**src/rtl/pi_seq_pkg.sv**
```systemverilog
// Shared types for the PI-compensation ALU sequencer: FSM states, ALU source
// selects and the control word driven to the ALU.
package pi_seq_pkg;

    typedef enum logic [3:0] {
        StIdle,
        StWaitA2d,
        StErr,
        StIntg,
        StIcmp,
        StPcmp,
        StAcc,
        StOut,
        StDone
    } state_e;

    localparam logic [2:0] SRC1_ACCUM    = 3'b000;
    localparam logic [2:0] SRC1_ITERM    = 3'b001;
    localparam logic [2:0] SRC1_ERROR    = 3'b010;
    localparam logic [2:0] SRC1_ERRDIV16 = 3'b011;
    localparam logic [2:0] SRC1_FWD      = 3'b100;

    localparam logic [2:0] SRC0_A2D      = 3'b000;
    localparam logic [2:0] SRC0_INTGRL   = 3'b001;
    localparam logic [2:0] SRC0_ICOMP    = 3'b010;
    localparam logic [2:0] SRC0_PCOMP    = 3'b011;
    localparam logic [2:0] SRC0_PTERM    = 3'b100;

    typedef struct packed {
        logic [2:0] src1sel;
        logic [2:0] src0sel;
        logic       multiply;
        logic       saturate;
        logic       sub;
        logic       mult2;
        logic       mult4;
    } ctrl_t;

    localparam ctrl_t CtrlNop = '0;

    // mult2/mult4 are never used by this sequence, so they are tied low here.
    function automatic ctrl_t mk_ctrl(input logic [2:0] s1, input logic [2:0] s0,
                                      input logic mul, input logic sat, input logic sb);
        ctrl_t c;
        c          = CtrlNop;
        c.src1sel  = s1;
        c.src0sel  = s0;
        c.multiply = mul;
        c.saturate = sat;
        c.sub      = sb;
        return c;
    endfunction

endpackage

```
**src/rtl/pi_alu_sequencer_if.sv**
```systemverilog
// Bundle of the sequencer's handshake and ALU-facing signals.
// The master modport is the sequencer; slave is the A2D/ALU side.
interface pi_alu_sequencer_if #(
    parameter int unsigned DW = 16
) ();
    logic          go;
    logic          cnv_cmplt;
    logic [11:0]   a2d_res;
    logic [DW-1:0] dst;

    logic          strt_cnv;
    logic [2:0]    src1sel;
    logic [2:0]    src0sel;
    logic          multiply;
    logic          saturate;
    logic          sub;
    logic          mult2;
    logic          mult4;
    logic [DW-1:0] Accum;
    logic [DW-1:0] Pcomp;
    logic [DW-1:0] Error;
    logic [DW-1:0] Intgrl;
    logic [DW-1:0] Icomp;
    logic [DW-1:0] a2d_val;
    logic [DW-1:0] mtr_out;
    logic          busy;
    logic          done;
    logic          tmo_err;

    modport master (
        input  go, cnv_cmplt, a2d_res, dst,
        output strt_cnv, src1sel, src0sel, multiply, saturate, sub, mult2, mult4,
        output Accum, Pcomp, Error, Intgrl, Icomp, a2d_val, mtr_out, busy, done, tmo_err
    );

    modport slave (
        output go, cnv_cmplt, a2d_res, dst,
        input  strt_cnv, src1sel, src0sel, multiply, saturate, sub, mult2, mult4,
        input  Accum, Pcomp, Error, Intgrl, Icomp, a2d_val, mtr_out, busy, done, tmo_err
    );

endinterface

```
**src/rtl/pi_seq_decode.sv**
```systemverilog
// Pure state -> ALU control word decode; non-compute states emit an all-zero word.
module pi_seq_decode
    import pi_seq_pkg::*;
(
    input  state_e state_i,
    output ctrl_t  ctrl_o
);

    always_comb begin
        ctrl_o = CtrlNop;
        case (state_i)
            StErr:   ctrl_o = mk_ctrl(SRC1_FWD,      SRC0_A2D,    1'b0, 1'b1, 1'b1);
            StIntg:  ctrl_o = mk_ctrl(SRC1_ERRDIV16, SRC0_INTGRL, 1'b0, 1'b1, 1'b0);
            StIcmp:  ctrl_o = mk_ctrl(SRC1_ITERM,    SRC0_INTGRL, 1'b1, 1'b0, 1'b0);
            StPcmp:  ctrl_o = mk_ctrl(SRC1_ERROR,    SRC0_PTERM,  1'b1, 1'b0, 1'b0);
            StAcc:   ctrl_o = mk_ctrl(SRC1_FWD,      SRC0_PCOMP,  1'b0, 1'b1, 1'b0);
            StOut:   ctrl_o = mk_ctrl(SRC1_ACCUM,    SRC0_ICOMP,  1'b0, 1'b1, 1'b0);
            default: ctrl_o = CtrlNop;
        endcase
    end

endmodule

```
**src/rtl/pi_alu_sequencer.sv**
```systemverilog
// PI-compensation sequencer: one A2D conversion per go, then six ALU ops whose results
// land in the operand registers. Optional macro INTGRL_DECIMATE_EN updates Intgrl every 4th run.
module pi_alu_sequencer
    import pi_seq_pkg::*;
#(
    parameter int unsigned A2D_TMO = 1023,
    parameter int unsigned DW      = 16
) (
    input logic               clk,
    input logic               rst_n,
    pi_alu_sequencer_if.master bus
);

    localparam int unsigned     CntW   = $clog2(A2D_TMO + 1);
    localparam logic [CntW-1:0] TmoVal = CntW'(A2D_TMO);

    state_e        state_q, state_d;
    logic [CntW-1:0] cnt_q, cnt_d;
    logic          strt_cnv_q, strt_cnv_d;
    logic          done_q, done_d;
    logic          tmo_err_q, tmo_err_d;
    logic [DW-1:0] accum_q, accum_d;
    logic [DW-1:0] pcomp_q, pcomp_d;
    logic [DW-1:0] error_q, error_d;
    logic [DW-1:0] intgrl_q, intgrl_d;
    logic [DW-1:0] icomp_q, icomp_d;
    logic [DW-1:0] a2d_val_q, a2d_val_d;
    logic [DW-1:0] mtr_out_q, mtr_out_d;
    logic          intgrl_we;
    ctrl_t         ctrl;

`ifdef INTGRL_DECIMATE_EN
    logic [1:0] dec_cnt_q, dec_cnt_d;

    assign intgrl_we = (dec_cnt_q == 2'd3);
    assign dec_cnt_d = (state_q == StDone) ? dec_cnt_q + 2'd1 : dec_cnt_q;

    always_ff @(posedge clk) begin
        if (!rst_n) begin
            dec_cnt_q <= 2'd0;
        end else begin
            dec_cnt_q <= dec_cnt_d;
        end
    end
`else
    assign intgrl_we = 1'b1;
`endif

    pi_seq_decode u_decode (
        .state_i (state_q),
        .ctrl_o  (ctrl)
    );

    always_comb begin
        state_d    = state_q;
        cnt_d      = cnt_q;
        strt_cnv_d = 1'b0;
        done_d     = 1'b0;
        tmo_err_d  = tmo_err_q;
        accum_d    = accum_q;
        pcomp_d    = pcomp_q;
        error_d    = error_q;
        intgrl_d   = intgrl_q;
        icomp_d    = icomp_q;
        a2d_val_d  = a2d_val_q;
        mtr_out_d  = mtr_out_q;

        case (state_q)
            StIdle: begin
                if (bus.go) begin
                    state_d    = StWaitA2d;
                    strt_cnv_d = 1'b1;
                    cnt_d      = '0;
                    tmo_err_d  = 1'b0;
                end
            end
            StWaitA2d: begin
                // A completion arriving on the timeout cycle still counts as success.
                if (bus.cnv_cmplt) begin
                    a2d_val_d = DW'(bus.a2d_res);
                    state_d   = StErr;
                end else begin
                    cnt_d = cnt_q + CntW'(1);
                    if (cnt_d == TmoVal) begin
                        tmo_err_d = 1'b1;
                        state_d   = StIdle;
                    end
                end
            end
            StErr: begin
                error_d = bus.dst;
                state_d = StIntg;
            end
            StIntg: begin
                if (intgrl_we) begin
                    intgrl_d = bus.dst;
                end
                state_d = StIcmp;
            end
            StIcmp: begin
                icomp_d = bus.dst;
                state_d = StPcmp;
            end
            StPcmp: begin
                pcomp_d = bus.dst;
                state_d = StAcc;
            end
            StAcc: begin
                accum_d = bus.dst;
                state_d = StOut;
            end
            StOut: begin
                mtr_out_d = bus.dst;
                done_d    = 1'b1;
                state_d   = StDone;
            end
            StDone: begin
                state_d = StIdle;
            end
            default: begin
                state_d = StIdle;
            end
        endcase
    end

    always_ff @(posedge clk) begin
        if (!rst_n) begin
            state_q    <= StIdle;
            cnt_q      <= '0;
            strt_cnv_q <= 1'b0;
            done_q     <= 1'b0;
            tmo_err_q  <= 1'b0;
            accum_q    <= '0;
            pcomp_q    <= '0;
            error_q    <= '0;
            intgrl_q   <= '0;
            icomp_q    <= '0;
            a2d_val_q  <= '0;
            mtr_out_q  <= '0;
        end else begin
            state_q    <= state_d;
            cnt_q      <= cnt_d;
            strt_cnv_q <= strt_cnv_d;
            done_q     <= done_d;
            tmo_err_q  <= tmo_err_d;
            accum_q    <= accum_d;
            pcomp_q    <= pcomp_d;
            error_q    <= error_d;
            intgrl_q   <= intgrl_d;
            icomp_q    <= icomp_d;
            a2d_val_q  <= a2d_val_d;
            mtr_out_q  <= mtr_out_d;
        end
    end

    assign bus.strt_cnv = strt_cnv_q;
    assign bus.src1sel  = ctrl.src1sel;
    assign bus.src0sel  = ctrl.src0sel;
    assign bus.multiply = ctrl.multiply;
    assign bus.saturate = ctrl.saturate;
    assign bus.sub      = ctrl.sub;
    assign bus.mult2    = ctrl.mult2;
    assign bus.mult4    = ctrl.mult4;
    assign bus.Accum    = accum_q;
    assign bus.Pcomp    = pcomp_q;
    assign bus.Error    = error_q;
    assign bus.Intgrl   = intgrl_q;
    assign bus.Icomp    = icomp_q;
    assign bus.a2d_val  = a2d_val_q;
    assign bus.mtr_out  = mtr_out_q;
    assign bus.busy     = (state_q != StIdle);
    assign bus.done     = done_q;
    assign bus.tmo_err  = tmo_err_q;

endmodule

```
**src/flat_wrapper.sv**
```systemverilog
// flat-port wrapper written by rule: the top's interface ports become plain ports
module pi_alu_sequencer_flat import pi_seq_pkg::*;
#(
    parameter int unsigned A2D_TMO = 1023,
    parameter int unsigned DW      = 16
)
  (clk, rst_n, bus_go, bus_cnv_cmplt, bus_a2d_res, bus_dst, bus_strt_cnv, bus_src1sel, bus_src0sel, bus_multiply, bus_saturate, bus_sub, bus_mult2, bus_mult4, bus_Accum, bus_Pcomp, bus_Error, bus_Intgrl, bus_Icomp, bus_a2d_val, bus_mtr_out, bus_busy, bus_done, bus_tmo_err);
  pi_alu_sequencer_if #(.DW(DW)) bus_i ();
  input logic clk;
  input logic rst_n;
  input wire logic [$bits(bus_i.go)-1:0] bus_go;
  input wire logic [$bits(bus_i.cnv_cmplt)-1:0] bus_cnv_cmplt;
  input wire logic [$bits(bus_i.a2d_res)-1:0] bus_a2d_res;
  input wire logic [$bits(bus_i.dst)-1:0] bus_dst;
  output wire logic [$bits(bus_i.strt_cnv)-1:0] bus_strt_cnv;
  output wire logic [$bits(bus_i.src1sel)-1:0] bus_src1sel;
  output wire logic [$bits(bus_i.src0sel)-1:0] bus_src0sel;
  output wire logic [$bits(bus_i.multiply)-1:0] bus_multiply;
  output wire logic [$bits(bus_i.saturate)-1:0] bus_saturate;
  output wire logic [$bits(bus_i.sub)-1:0] bus_sub;
  output wire logic [$bits(bus_i.mult2)-1:0] bus_mult2;
  output wire logic [$bits(bus_i.mult4)-1:0] bus_mult4;
  output wire logic [$bits(bus_i.Accum)-1:0] bus_Accum;
  output wire logic [$bits(bus_i.Pcomp)-1:0] bus_Pcomp;
  output wire logic [$bits(bus_i.Error)-1:0] bus_Error;
  output wire logic [$bits(bus_i.Intgrl)-1:0] bus_Intgrl;
  output wire logic [$bits(bus_i.Icomp)-1:0] bus_Icomp;
  output wire logic [$bits(bus_i.a2d_val)-1:0] bus_a2d_val;
  output wire logic [$bits(bus_i.mtr_out)-1:0] bus_mtr_out;
  output wire logic [$bits(bus_i.busy)-1:0] bus_busy;
  output wire logic [$bits(bus_i.done)-1:0] bus_done;
  output wire logic [$bits(bus_i.tmo_err)-1:0] bus_tmo_err;
  assign bus_i.go = bus_go;
  assign bus_i.cnv_cmplt = bus_cnv_cmplt;
  assign bus_i.a2d_res = bus_a2d_res;
  assign bus_i.dst = bus_dst;
  assign bus_strt_cnv = bus_i.strt_cnv;
  assign bus_src1sel = bus_i.src1sel;
  assign bus_src0sel = bus_i.src0sel;
  assign bus_multiply = bus_i.multiply;
  assign bus_saturate = bus_i.saturate;
  assign bus_sub = bus_i.sub;
  assign bus_mult2 = bus_i.mult2;
  assign bus_mult4 = bus_i.mult4;
  assign bus_Accum = bus_i.Accum;
  assign bus_Pcomp = bus_i.Pcomp;
  assign bus_Error = bus_i.Error;
  assign bus_Intgrl = bus_i.Intgrl;
  assign bus_Icomp = bus_i.Icomp;
  assign bus_a2d_val = bus_i.a2d_val;
  assign bus_mtr_out = bus_i.mtr_out;
  assign bus_busy = bus_i.busy;
  assign bus_done = bus_i.done;
  assign bus_tmo_err = bus_i.tmo_err;
  pi_alu_sequencer #(.A2D_TMO(A2D_TMO), .DW(DW)) u_core (.clk(clk), .rst_n(rst_n), .bus(bus_i));
endmodule
```
**config.mk**
```make
export PLATFORM = sky130hd
export DESIGN_NAME = pi_alu_sequencer_flat
export DESIGN_NICKNAME = d
export VERILOG_FILES = /design/src/rtl/pi_seq_pkg.sv /design/src/rtl/pi_alu_sequencer_if.sv /design/src/rtl/pi_seq_decode.sv /design/src/rtl/pi_alu_sequencer.sv /design/src/flat_wrapper.sv
export SDC_FILE = /design/constraint.sdc
export NUM_CORES = 1
export LEC_CHECK = 0
export CAP_MARGIN = 25
export CORE_ASPECT_RATIO = 0.9
export CORE_MARGIN = 10
export CORE_UTILIZATION = 50
export CTS_CLUSTER_SIZE = 25
export DETAILED_ROUTE_END_ITERATION = 6
export PLACE_DENSITY = 0.85
export SYNTH_ARGS = -nofsm -noshare
export SYNTH_HDL_FRONTEND = slang
export SYNTH_HIERARCHICAL = 1
export SYNTH_SLANG_ARGS = --single-unit
```
**constraint.sdc**
```tcl
create_clock -name clk -period 3.6 [get_ports clk]
set_input_delay 0.36 -clock clk [delete_from_list [all_inputs] [get_ports clk]]
set_output_delay 0.36 -clock clk [all_outputs]
set_load 0.02 [all_outputs]
```
After elaboration in Yosys (flattened, before gate mapping)
Cells that the tools add are included.
{ "word_totals": {"regBits": 125, "output_inout_bits": 127, "wordCells": 47} }
{ "classes": {"eq_ne": 12, "n_mux": 14, "n_reduce_logical": 8, "n_addsub": 1} }
{ "op_table": {"columns": ["op", "n"], "rows": [
  ["11-bit one-hot mux with 6 select lines", 1],
  ["4-bit one-hot mux with 8 select lines", 1],
  ["10-bit 2-to-1 mux", 2],
  ["10-bit one-hot mux with 2 select lines", 1],
  ["4-bit by 3-bit equality test with 1-bit output, second input constant", 4],
  ["4-bit 2-to-1 mux", 3],
  ["10-bit by 1-bit adder with 10-bit output, second input constant", 1],
  ["10-bit equality test, second input constant", 1],
  ["4-bit by 2-bit equality test with 1-bit output, second input constant", 2],
  ["2-bit AND reduction", 3],
  ["1-bit 2-to-1 mux", 5],
  ["4-bit by 1-bit equality test with 1-bit output, second input constant", 1],
  ["4-bit logical NOT", 1],
  ["2-bit inequality test, second input constant", 2],
  ["4-bit AND reduction", 1],
  ["4-bit nonzero test", 1],
  ["3-bit by 2-bit inequality test with 1-bit output, second input constant", 1],
  ["3-bit AND reduction", 1],
  ["2-bit by 1-bit inequality test with 1-bit output, second input constant", 1],
  ["1-bit one-hot mux with 2 select lines", 1],
  ["2-bit nonzero test", 1]
]} }

Logic depth before layout (Yosys ltp)
Gate-level depths: netlist of run 1.
{ "logic_depth": {"depth_word": 5, "depth_mapped": 7, "mapped_depth_nobuf": 6} }

Modules after synthesis
Netlist of run 1, hierarchy kept.
{ "modules_own_cells": {"columns": ["mod", "cells_each", "instances", "area_per_inst_um2"], "rows": [
  ["pi_alu_sequencer", 587, 1, 4996.0],
  ["pi_seq_decode", 16, 1, 115.1]
]} }

Worst setup path after synthesis of run 1
No wires, ideal clock.
{ "synth_timing": {"path_type": "reg2out", "from": "reg u_core.state_q[2]", "to": "out bus_src0sel[2]", "path_slack_ps": 1862, "required_ps": 3240, "t_arrival_ps": 1378, "path_stages_with_launch": 3, "n_path_buf": 0, "path_cell_list": "dfxtp_1 > nor3b_1 > and2_1"} }
{ "synth_via": {"elab_chain_cells": 2, "word_cells_on_any_way": 7, "cone_classes": "eq/ne: 6; mux: 1"} }
{ "synth_rtl": {"columns": ["item", "line_no", "rtl"], "rows": [
  ["start, declared", "pi_alu_sequencer.sv:17", "state_e state_q, state_d;"],
  ["start signal, assigned", "pi_alu_sequencer.sv:128", "state_q <= StIdle;"],
  ["start signal, assigned", "pi_alu_sequencer.sv:141", "state_q <= state_d;"],
  ["4-bit by 3-bit equality test with 1-bit output or 4-bit by 2-bit equality test with 1-bit output (tied branches)", "pi_seq_decode.sv:11", "case (state_i)"],
  ["11-bit one-hot mux with 6 select lines (*)", "pi_seq_decode.sv:11", null],
  ["end, declared", "flat_wrapper.sv:17", "output wire logic [$bits(bus_i.src0sel)-1:0] bus_src0sel;"]
]} }
Mark *: on every way between the ends. The rest lies on a longest branch, timed or not.

Worst setup path after layout of run 1
{ "layout_timing": {"from": "reg u_core.state_q[2]", "to": "out bus_src1sel[0]"} }
{ "layout_via": {"elab_chain_cells": 2, "word_cells_on_any_way": 7, "cone_classes": "eq/ne: 6; mux: 1"} }
{ "layout_rtl": {"columns": ["item", "line_no", "rtl"], "rows": [
  ["4-bit by 3-bit equality test with 1-bit output or 4-bit by 2-bit equality test with 1-bit output (tied branches)", "pi_seq_decode.sv:11", null],
  ["11-bit one-hot mux with 6 select lines (*)", "pi_seq_decode.sv:11", null],
  ["end, declared", "flat_wrapper.sv:16", "output wire logic [$bits(bus_i.src1sel)-1:0] bus_src1sel;"]
]} }
Marks and branches as above.

==> results_dict.tcl, run 1 <==
set metrics [dict create \
    antenna_left 0 \
    endpoint "bus_src1sel[0]" \
    num_vias 4721 \
    power_frac_comb 0.089 \
    critPathTopFamily "flip-flops" \
    synth_top_area_share 0.490 \
    postCtsSetupBuffers 0 \
    die_area_um2 14700 \
    status "finished, final reports clean" \
    post-place-ws_ns 1.40 \
    mostFrequentLayoutCells "209 x nand2_1, 151 x clkdlybuf4s50_1, 125 x dfxtp_1" \
    grt_pass1_vias 4736 \
    rsz0062_at_grt "false" \
    post-dp-hpwl_um 11300 \
    clk_path_buf_depth 2 \
    muxShareOfSynthArea 0.0235 \
    slew_headroom 0.296 \
    synth_simple_gate_area_frac 0.247 \
    synthAdderAreaFrac 0.00490 \
    initial_utilization 0.520 \
    nNetsFinal 777 \
    p_sw_mw 0.851 \
    arrival_ns 2.28 \
    clock_skew_ns 0.00803 \
    p_seq_frac 0.409 \
    utilization 0.739 \
    crit_start "u_core/state_q[2]" \
    clkPwrFrac 0.502 \
    core_um2 9830 \
    leakagePower_nw 2.54 \
    nFillCells 714 \
    r2r_slack_ns 1.44 \
    tns_ns 0 \
    setup_violations 0 \
    pin_count 159 \
    fin_crit_sh 0.734 \
    cts-resized-gates 0 \
    worst-path-buf-inv 1 \
    min_period_ns 2.64 \
    hold_path.class "reg -> reg" \
    gp_congestion 0.881 \
    syn_area_um2 5110 \
    async_flop_share 0 \
    ctsRootBufferMaster "clkbuf_16" \
    tritoncts "done" \
    rr_worst_depth 4 \
    dr.pass1.iters 5 \
    diodes 0 \
    rows 34 \
    synth-seq-cells 125 \
    remaining_drc_errors 0 \
    p_int_mw 2.67 \
    hold_viol_final 0 \
    swShare 0.242 \
    multiInputGateArea_um2 2420 \
    ys.flop_type "dfxtp_1" \
    start_kind "flop" \
    ir_drop_mv 0.417 \
    synthTopCellsByArea "dfxtp_1 49%, nand2_1 15%, a21boi_0 12%" \
    hold_buffers 0 \
    slowest_delay_ns 0.68 \
    clock_sinks 125 \
    r2r-start "u_core/state_q[1]" \
    cp-end-kind "primary output" \
    grt_first_pass_wirelength_um 24700 \
    finalMaxSlewViolations 0 \
    cts_max_level 4 \
    routedWlPerCell_um 17.7 \
    ys.warnings.count 6 \
    synth_top_family_by_area "simple AND/OR/NAND/NOR gates" \
    register_area_um2 2500 \
    drv_cap 0 \
    cts.clk_slew.worst_paths_ns 0.06 \
    die_y_um 116 \
    drt_wl_total_um 15600 \
    crit_cells 3 \
    fin_ws_ns 0.956 \
    grt_max_degree 49 \
    max_freq_mhz 378 \
    synth_cell_types 48 \
    crit_slowest_cell "dfxtp_1" \
    drive_above_1_share 0.0688 \
    layout_commonest_cell "nand2_1" \
    holdWs_ns 0.452 \
    drt_iter0_drc 416 \
    synth-xor-area-share 0.00514 \
    grt_usage 0.205 \
    worstMarginPinSlew_ns 1.05 \
    antenna_found_initial 0 \
    synth_edf_count 0 \
    cp_cell_sequence "or3b_1, a21oi_1, clkdlybuf4s50_1" \
    postSynthCellCount 603 \
    cts_buffers 17 \
    synth_compound_area_frac 0.188 \
    critPathRequiredTime_ns 3.24 \
    die_w_um 127 \
    area_growth_pct 42.2 \
    viasPerCell 5.35 \
    path_max_fanout 19 \
    clk_latency_ns 0.40 \
    yosysTopAreaCell "dfxtp_1" \
    io_buffers 152 \
    overflow 0 \
    worstSetupPathType "reg -> out" \
    hp-start "u_core/bus.mtr_out[8]" \
    power.density_nw_per_um2 485 \
    syn-mean-instance-area_um2 8.48 \
    r2r_end "u_core/bus.Accum[6]" \
    ys_seq_area_frac 0.490 \
]
==> Yosys cell counts (2+ instances only) <==
master / instances
nor3_2: 3
nor2b_1: 16
xnor2_1: 2
inv_1: 4
nor2_2: 4
buf_2: 10
ha_1: 2
a21oi_1: 10
a21boi_0: 82
mux2i_1: 12
buf_4: 8
conb_1: 2
nor3_1: 4
and3_1: 3
dfxtp_1: 125
nor3b_1: 3
o311ai_0: 2
nor4_1: 2
nand2b_1: 6
a31oi_1: 4
clkbuf_1: 21
a211oi_1: 2
o211ai_1: 2
and2_1: 5
nand2_1: 209
nor2_1: 9
a21boi_1: 16
o211a_1: 2
nand3b_1: 2
o21ai_0: 6
nand3_1: 8
==> registers in the layout, summed over array words and instances, names as in the netlist <==
name and count:
u_core/bus.Error 16, u_core/state_q 4, u_core/bus.Icomp 16, u_core/bus.done 1
u_core/bus.Pcomp 16, u_core/bus.Accum 16, u_core/bus.strt_cnv 1, u_core/bus.Intgrl 16
u_core/bus.mtr_out 16, u_core/bus.a2d_val 12, u_core/bus.tmo_err 1, u_core/cnt_q 10
==> layer usage <==
metal  track usage  vias to the layer above  routed length (um)
met1         0.233                     2248                6330
met5             0                        -                   0
met2         0.349                      190                7610
met4        0.0538                        0                 104
li1              -                     2273                   -
met3        0.0868                       10                1570
==> area by class of cell <==
type	instances	area share
clock inverter	14	0.0246
tap	126	0.0217
clock buffer	18	0.0604
inverter	4	0.00207
timing repair buffer	156	0.214
multi-input combinational	439	0.333
sequential	125	0.344
==> tightest hold or removal path: cells and delay by family (launching register included) <==
| family | cells | cell delay, ns |
|---|---|---|
| and+or+nand+nor | 1 | 0.05 |
| DFF | 1 | 0.30 |
| AOI/OAI and AO/OA | 1 | 0.05 |
==> metrics by stage <==
stage	std cells	total power, mW	cell area [um^2]
4_1_cts	880	3.54	7240
5_1_grt	882	3.63	7270
3_3_place_gp	848	1.77	6630
6_report	882	3.52	7270
3_5_place_dp	848	1.78	6630
2_1_floorplan	607	1.64	5130
==> cell families (layout without fill, tap and decap cells) <==
logic type,Yosys count,after routing
simple gates,284,284
compound gates,132,132
flops,125,125
buf+inv,43,192
mux,12,12
xor+xnor,3,3
fa+ha+maj,2,2
other cells,2,6
==> power by group through the flow <==
stage	sequential [mW]	clock, mW	combinational (mW)
after floorplan	1.49	0	0.149
after global placement	1.47	0	0.302
after detailed placement	1.47	0	0.309
after CTS	1.44	1.79	0.311
after global routing	1.44	1.85	0.337
final	1.44	1.77	0.314
==> how the worst min path moves through the flow <==
stage,to,depth (start not counted)
floorplan,u_core/cnt_q[7],1
global placement,u_core/bus.Intgrl[14],2
detailed placement,u_core/bus.mtr_out[8],2
CTS,u_core/bus.mtr_out[8],2
global route,u_core/bus.mtr_out[8],2
finish,u_core/bus.mtr_out[8],2
Note: power is estimated with default switching activity, not from simulation.
==> run 2: changes to the inputs <==
--- a/config.mk
+++ b/config.mk
@@ -8,10 +8,10 @@
 export CAP_MARGIN = 25
 export CORE_ASPECT_RATIO = 0.9
 export CORE_MARGIN = 10
-export CORE_UTILIZATION = 50
+export CORE_UTILIZATION = 47
 export CTS_CLUSTER_SIZE = 25
 export DETAILED_ROUTE_END_ITERATION = 6
-export PLACE_DENSITY = 0.85
+export PLACE_DENSITY = 0.81
 export SYNTH_ARGS = -nofsm -noshare
 export SYNTH_HDL_FRONTEND = slang
 export SYNTH_HIERARCHICAL = 1
==> constraint.sdc (replaced) <==
create_clock -name clk -period 2.5 [get_ports clk]
set_input_delay 0.25 -clock clk [delete_from_list [all_inputs] [get_ports clk]]
set_output_delay 0.25 -clock clk [all_outputs]
set_load 0.02 [all_outputs]
==> results_dict.tcl, run 2 (synthesis gave the netlist of run 1 again) <==
set metrics [dict create \
    path_max_fanout 18 \
    ctsRootBufferMaster "clkbuf_16" \
    area_growth_pct 42.7 \
    mostFrequentLayoutCells "209 x nand2_1, 151 x clkdlybuf4s50_1, 125 x dfxtp_1" \
    grt_max_degree 72 \
    critPathRequiredTime_ns 2.25 \
    finalMaxSlewViolations 0 \
    min_period_ns 2.40 \
    arrival_ns 2.15 \
    die_w_um 130 \
    worstMarginPinSlew_ns 0.760 \
    fin_ws_ns 0.0991 \
    register_area_um2 2500 \
    grt_pass1_vias 4600 \
    nFillCells 867 \
    remaining_drc_errors 0 \
    max_freq_mhz 417 \
    io_buffers 152 \
    slew_headroom 0.493 \
    clk_latency_ns 0.41 \
    pin_count 159 \
    cts.clk_slew.worst_paths_ns 0.06 \
    grt_use_met3 0.0856 \
    leakagePower_nw 2.55 \
    initial_utilization 0.477 \
    grt_first_pass_wirelength_um 24700 \
    drt_iter0_drc 365 \
    rr_worst_depth 4 \
    grt.met2_usage 0.320 \
    ir_drop_mv 0.676 \
    cts-resized-gates 0 \
    worstSetupPathType "reg -> out" \
    layout_commonest_cell "nand2_1" \
    rsz0062_at_grt "false" \
    grt_usage 0.201 \
    rows 36 \
    drive_above_1_share 0.0685 \
    r2r_end "u_core/cnt_q[8]" \
    grt-busiest-layer "met2" \
    clock_sinks 125 \
    post-place-ws_ns 0.466 \
    cts_buffers 17 \
    fin_crit_sh 0.960 \
    start_kind "flop" \
    grtUsageMet1 0.235 \
    r2r_slack_ns 0.44 \
    postCtsSetupBuffers 0 \
    cp-end-kind "primary output" \
    r2r-start "u_core/state_q[0]" \
    clk_path_buf_depth 2 \
    num_vias 4824 \
    status "finished, final reports clean" \
    post-dp-hpwl_um 11500 \
    drv_cap 0 \
    diodes 0 \
    hold_buffers 0 \
    tns_ns 0 \
    dr.pass1.iters 5 \
    multiInputGateArea_um2 2420 \
    tritoncts "done" \
    die_y_um 119 \
    antenna_left 0 \
    die_area_um2 15500 \
    worstHoldPathCells 2 \
    cts_max_level 4 \
    drt_wl_total_um 15900 \
    hold_viol_final 0 \
    power.density_nw_per_um2 688 \
    hp-start "rst_n" \
    viasPerCell 5.41 \
    nNetsFinal 780 \
    overflow 0 \
    routedWlPerCell_um 17.9 \
    hold_path.class "in -> reg" \
    clock_skew_ns 0.00621 \
    gp_congestion 0.875 \
    setup_violations 0 \
    holdPathEnd "u_core/bus.mtr_out[5]" \
    antenna_found_initial 0 \
    core_um2 10700 \
]
-- run 2: cell types whose count changed in the layout (fill, tap and decap cells not counted), sizes merged --
cell | before | now
inv | 10 | 4
clkbuf | 18 | 22
buf | 5 | 8
clkinv | 3 | 6
clkinvlp | 2 | 1
-- run 2: worst max-delay path by stage --
stage                                 start              end  cells after the start
after floorplan           u_core/state_q[2]   bus_src0sel[2]                      2
after global placement    u_core/state_q[1]          bus_sub                      3
after global routing      u_core/state_q[1]          bus_sub                      3
final                     u_core/state_q[1]   bus_src1sel[0]                      3
after CTS                 u_core/state_q[1]          bus_sub                      3
after detailed placement  u_core/state_q[0]  u_core/cnt_q[8]                      4
-- run 2: final cells by class --
cell class,instances,share of cell area
clock buffers,22,0.0637
clock inverters,10,0.0190
inverters,4,0.00206
multi-input cells,439,0.332
flip-flops and latches,125,0.343
well taps,133,0.0228
repair buffers,159,0.217
-- run 2: where the power goes --
| part | internal, mW | switching [mW] |
|---|---|---|
| clock | 1.62 | 0.865 |
| combinational | 0.203 | 0.256 |
| sequential | 2.03 | 0.0395 |
| total | 3.86 | 1.16 |
-- run 2: layer usage --
layer  up-vias  routed length, um
met2       221               7500
met4         0                289
met5         -                  0
met1      2305               6490
met3        24               1660
li1       2274                  -
-- run 2: through the flow --
step / power [mW] / util / hold slack [ns] / instances / area [um^2]
global route: 5.18 / 0.680 / 0.327 / 892 / 7290
floorplan: 2.36 / - / 0.385 / 607 / 5130
finish: 5.02 / 0.680 / 0.312 / 892 / 7290
CTS: 5.04 / 0.679 / 0.298 / 891 / 7280
detailed placement: 2.57 / 0.623 / 0.448 / 859 / 6680
global placement: 2.56 / 0.623 / 0.444 / 859 / 6680
-- run 2: critical path, cell delays in order, from the launching register on --
cell	delay (ns)
dfxtp_1	0.48
or3b_1	0.47
a21oi_1	0.15
clkdlybuf4s50_1	0.63
==> run 3: changes to the inputs <==
--- a/config.mk
+++ b/config.mk
@@ -8,10 +8,11 @@
 export CAP_MARGIN = 25
 export CORE_ASPECT_RATIO = 0.9
 export CORE_MARGIN = 10
-export CORE_UTILIZATION = 47
+export CORE_UTILIZATION = 60
 export CTS_CLUSTER_SIZE = 25
 export DETAILED_ROUTE_END_ITERATION = 6
-export PLACE_DENSITY = 0.81
+export DONT_BUFFER_PORTS = 1
+export PLACE_DENSITY = 0.76
 export SYNTH_ARGS = -nofsm -noshare
 export SYNTH_HDL_FRONTEND = slang
 export SYNTH_HIERARCHICAL = 1
==> results_dict.tcl, run 3 (synthesis gave the netlist of run 1 again) <==
set metrics [dict create \
    status "finished, final reports clean" \
    die_w_um 117 \
    hold_viol_final 0 \
    antenna_left 0 \
    max_freq_mhz 427 \
    area_growth_pct 19.5 \
    num_vias 4244 \
    path_max_fanout 19 \
    r2r-start "u_core/state_q[0]" \
    r2r_end "u_core/cnt_q[8]" \
    tns_ns 0 \
    viasPerCell 5.61 \
    leakagePower_nw 2.17 \
    final_cells 757 \
    holdPathEnd "u_core/bus.Pcomp[9]" \
    clock_sinks 125 \
    die_area_um2 12600 \
    nNetsFinal 662 \
    clock_skew_ns 0.00879 \
    hp-start "rst_n" \
    drt_iter0_drc 315 \
    cts.clk_slew.worst_paths_ns 0.06 \
    rows 31 \
    initial_utilization 0.625 \
    cts_buffers 17 \
    drv_cap 0 \
    worstSetupPathType "reg -> out" \
    pin_count 159 \
    start_kind "flop" \
    tritoncts "done" \
    drive_above_1_share 0.0889 \
    cts-resized-gates 0 \
    post-dp-hpwl_um 9610 \
    min_period_ns 2.34 \
    routedWlPerCell_um 19.3 \
    setup_violations 0 \
    grt_usage 0.229 \
    critPathRequiredTime_ns 2.25 \
    cp_cell_sequence "or3b_1, a21oi_1" \
    finalMaxSlewViolations 0 \
    crit_slowest_cell "dfxtp_1" \
    slowest_delay_ns 0.70 \
    dr.pass1.iters 5 \
    ctsRootBufferMaster "clkbuf_8" \
    rr_worst_depth 4 \
    cp-end-kind "primary output" \
    power.density_nw_per_um2 816 \
    r2r_slack_ns 0.46 \
    dp_cells 693 \
    core_um2 8180 \
    fin_crit_sh 0.936 \
    grt_max_degree 126 \
    drt_wl_total_um 14600 \
    hold_path.class "in -> reg" \
    mostFrequentLayoutCells "209 x nand2_1, 125 x dfxtp_1, 82 x a21boi_0" \
    clk_latency_ns 0.51 \
    nFillCells 593 \
    remaining_drc_errors 0 \
    antenna_found_initial 1 \
    die_y_um 108 \
    gp_congestion 0.779 \
    clk_path_buf_depth 2 \
    arrival_ns 2.09 \
    slew_headroom 0.518 \
    overflow 0 \
    io_buffers 0 \
    cts_max_level 4 \
    grt_pass1_vias 4132 \
    layout_commonest_cell "nand2_1" \
    rsz0062_at_grt "false" \
    worstHoldPathCells 2 \
    worstMarginPinSlew_ns 0.722 \
    grt_first_pass_wirelength_um 22500 \
    ir_drop_mv 0.473 \
]
-- run 3: changes by cell type in the layout (fill, tap and decap cells not counted) --
cell,delta
clkbuf_16,-1
diode_2,+1
buf_12,-1
inv_6,+1
bufinv_16,+1
clkdlybuf4s50_1,-151
clkinvlp_4,+3
buf_6,-1
buf_2,-1
buf_4,+5
clkinv_2,-2
buf_16,+1
clkbuf_1,-2
dlygate4sd3_1,+30
-- run 3: metal layers --
layer,vias up,part of all wire,GRT usage,routed length [um]
li1,2046,-,-,-
met1,1975,0.38,0.261,5540
met2,202,0.47,0.370,6950
met3,21,0.13,0.110,1930
met4,0,0.014,0.0758,212
met5,-,0,0,0
-- run 3: how the worst max path moves through the flow --
stage	end	from	depth (start not counted)	slack (ns)
2_1_floorplan	bus_src0sel[2]	u_core/state_q[2]	2	0.87
5_1_grt	bus_src1sel[0]	u_core/state_q[2]	2	0.09
3_3_place_gp	u_core/cnt_q[8]	u_core/state_q[0]	4	0.58
3_5_place_dp	u_core/cnt_q[8]	u_core/state_q[0]	4	0.49
6_report	bus_src1sel[0]	u_core/state_q[2]	2	0.16
4_1_cts	bus_src1sel[0]	u_core/state_q[2]	2	0.14
-- run 3: timing repair --
| item | CTS | global route |
|---|---|---|
| hold buffers | 31 | 0 |
| buffers inserted | 0 | 0 |
| hold endpoints to repair | 125 | 0 |
-- run 3: layout make-up --
cell class	count	area, um^2	share of cell area
multi-input cells	439	2420	0.396
well taps	115	144	0.0236
flip-flops and latches	125	2500	0.410
inverters	4	15.0	0.00246
repair buffers	41	403	0.0660
clock buffers	19	432	0.0707
clock inverters	13	190	0.0311
diodes	1	2.50	0.000410
-- run 3: critical path: cells and delay by family (launching register included) --
kind	cells	cell delay, ns
AOI/OAI and AO/OA	1	0.47
and+or+nand+nor	1	0.41
DFF	1	0.70
-- run 3: where the power goes --
group	switching [mW]	total [mW]	internal, mW	leakage (nW)
Sequential	0.0912	2.12	2.03	1.01
Combinational	0.190	0.314	0.124	0.866
Clock	0.893	2.54	1.65	0.291
Total	1.17	4.98	3.81	2.17
-- run 3: through the flow --
stage / power [mW] / area [um^2] / utilization / hold WS, ns / worst slack (ns)
floorplan: 2.36 / 5130 / - / 0.385 / 0.872
global placement: 2.37 / 5160 / 0.630 / 0.381 / 0.576
global route: 5.13 / 6110 / 0.746 / 0.171 / 0.0875
detailed placement: 2.38 / 5160 / 0.630 / 0.384 / 0.492
CTS: 5.01 / 6110 / 0.746 / 0.152 / 0.144
finish: 4.98 / 6110 / 0.746 / 0.154 / 0.161
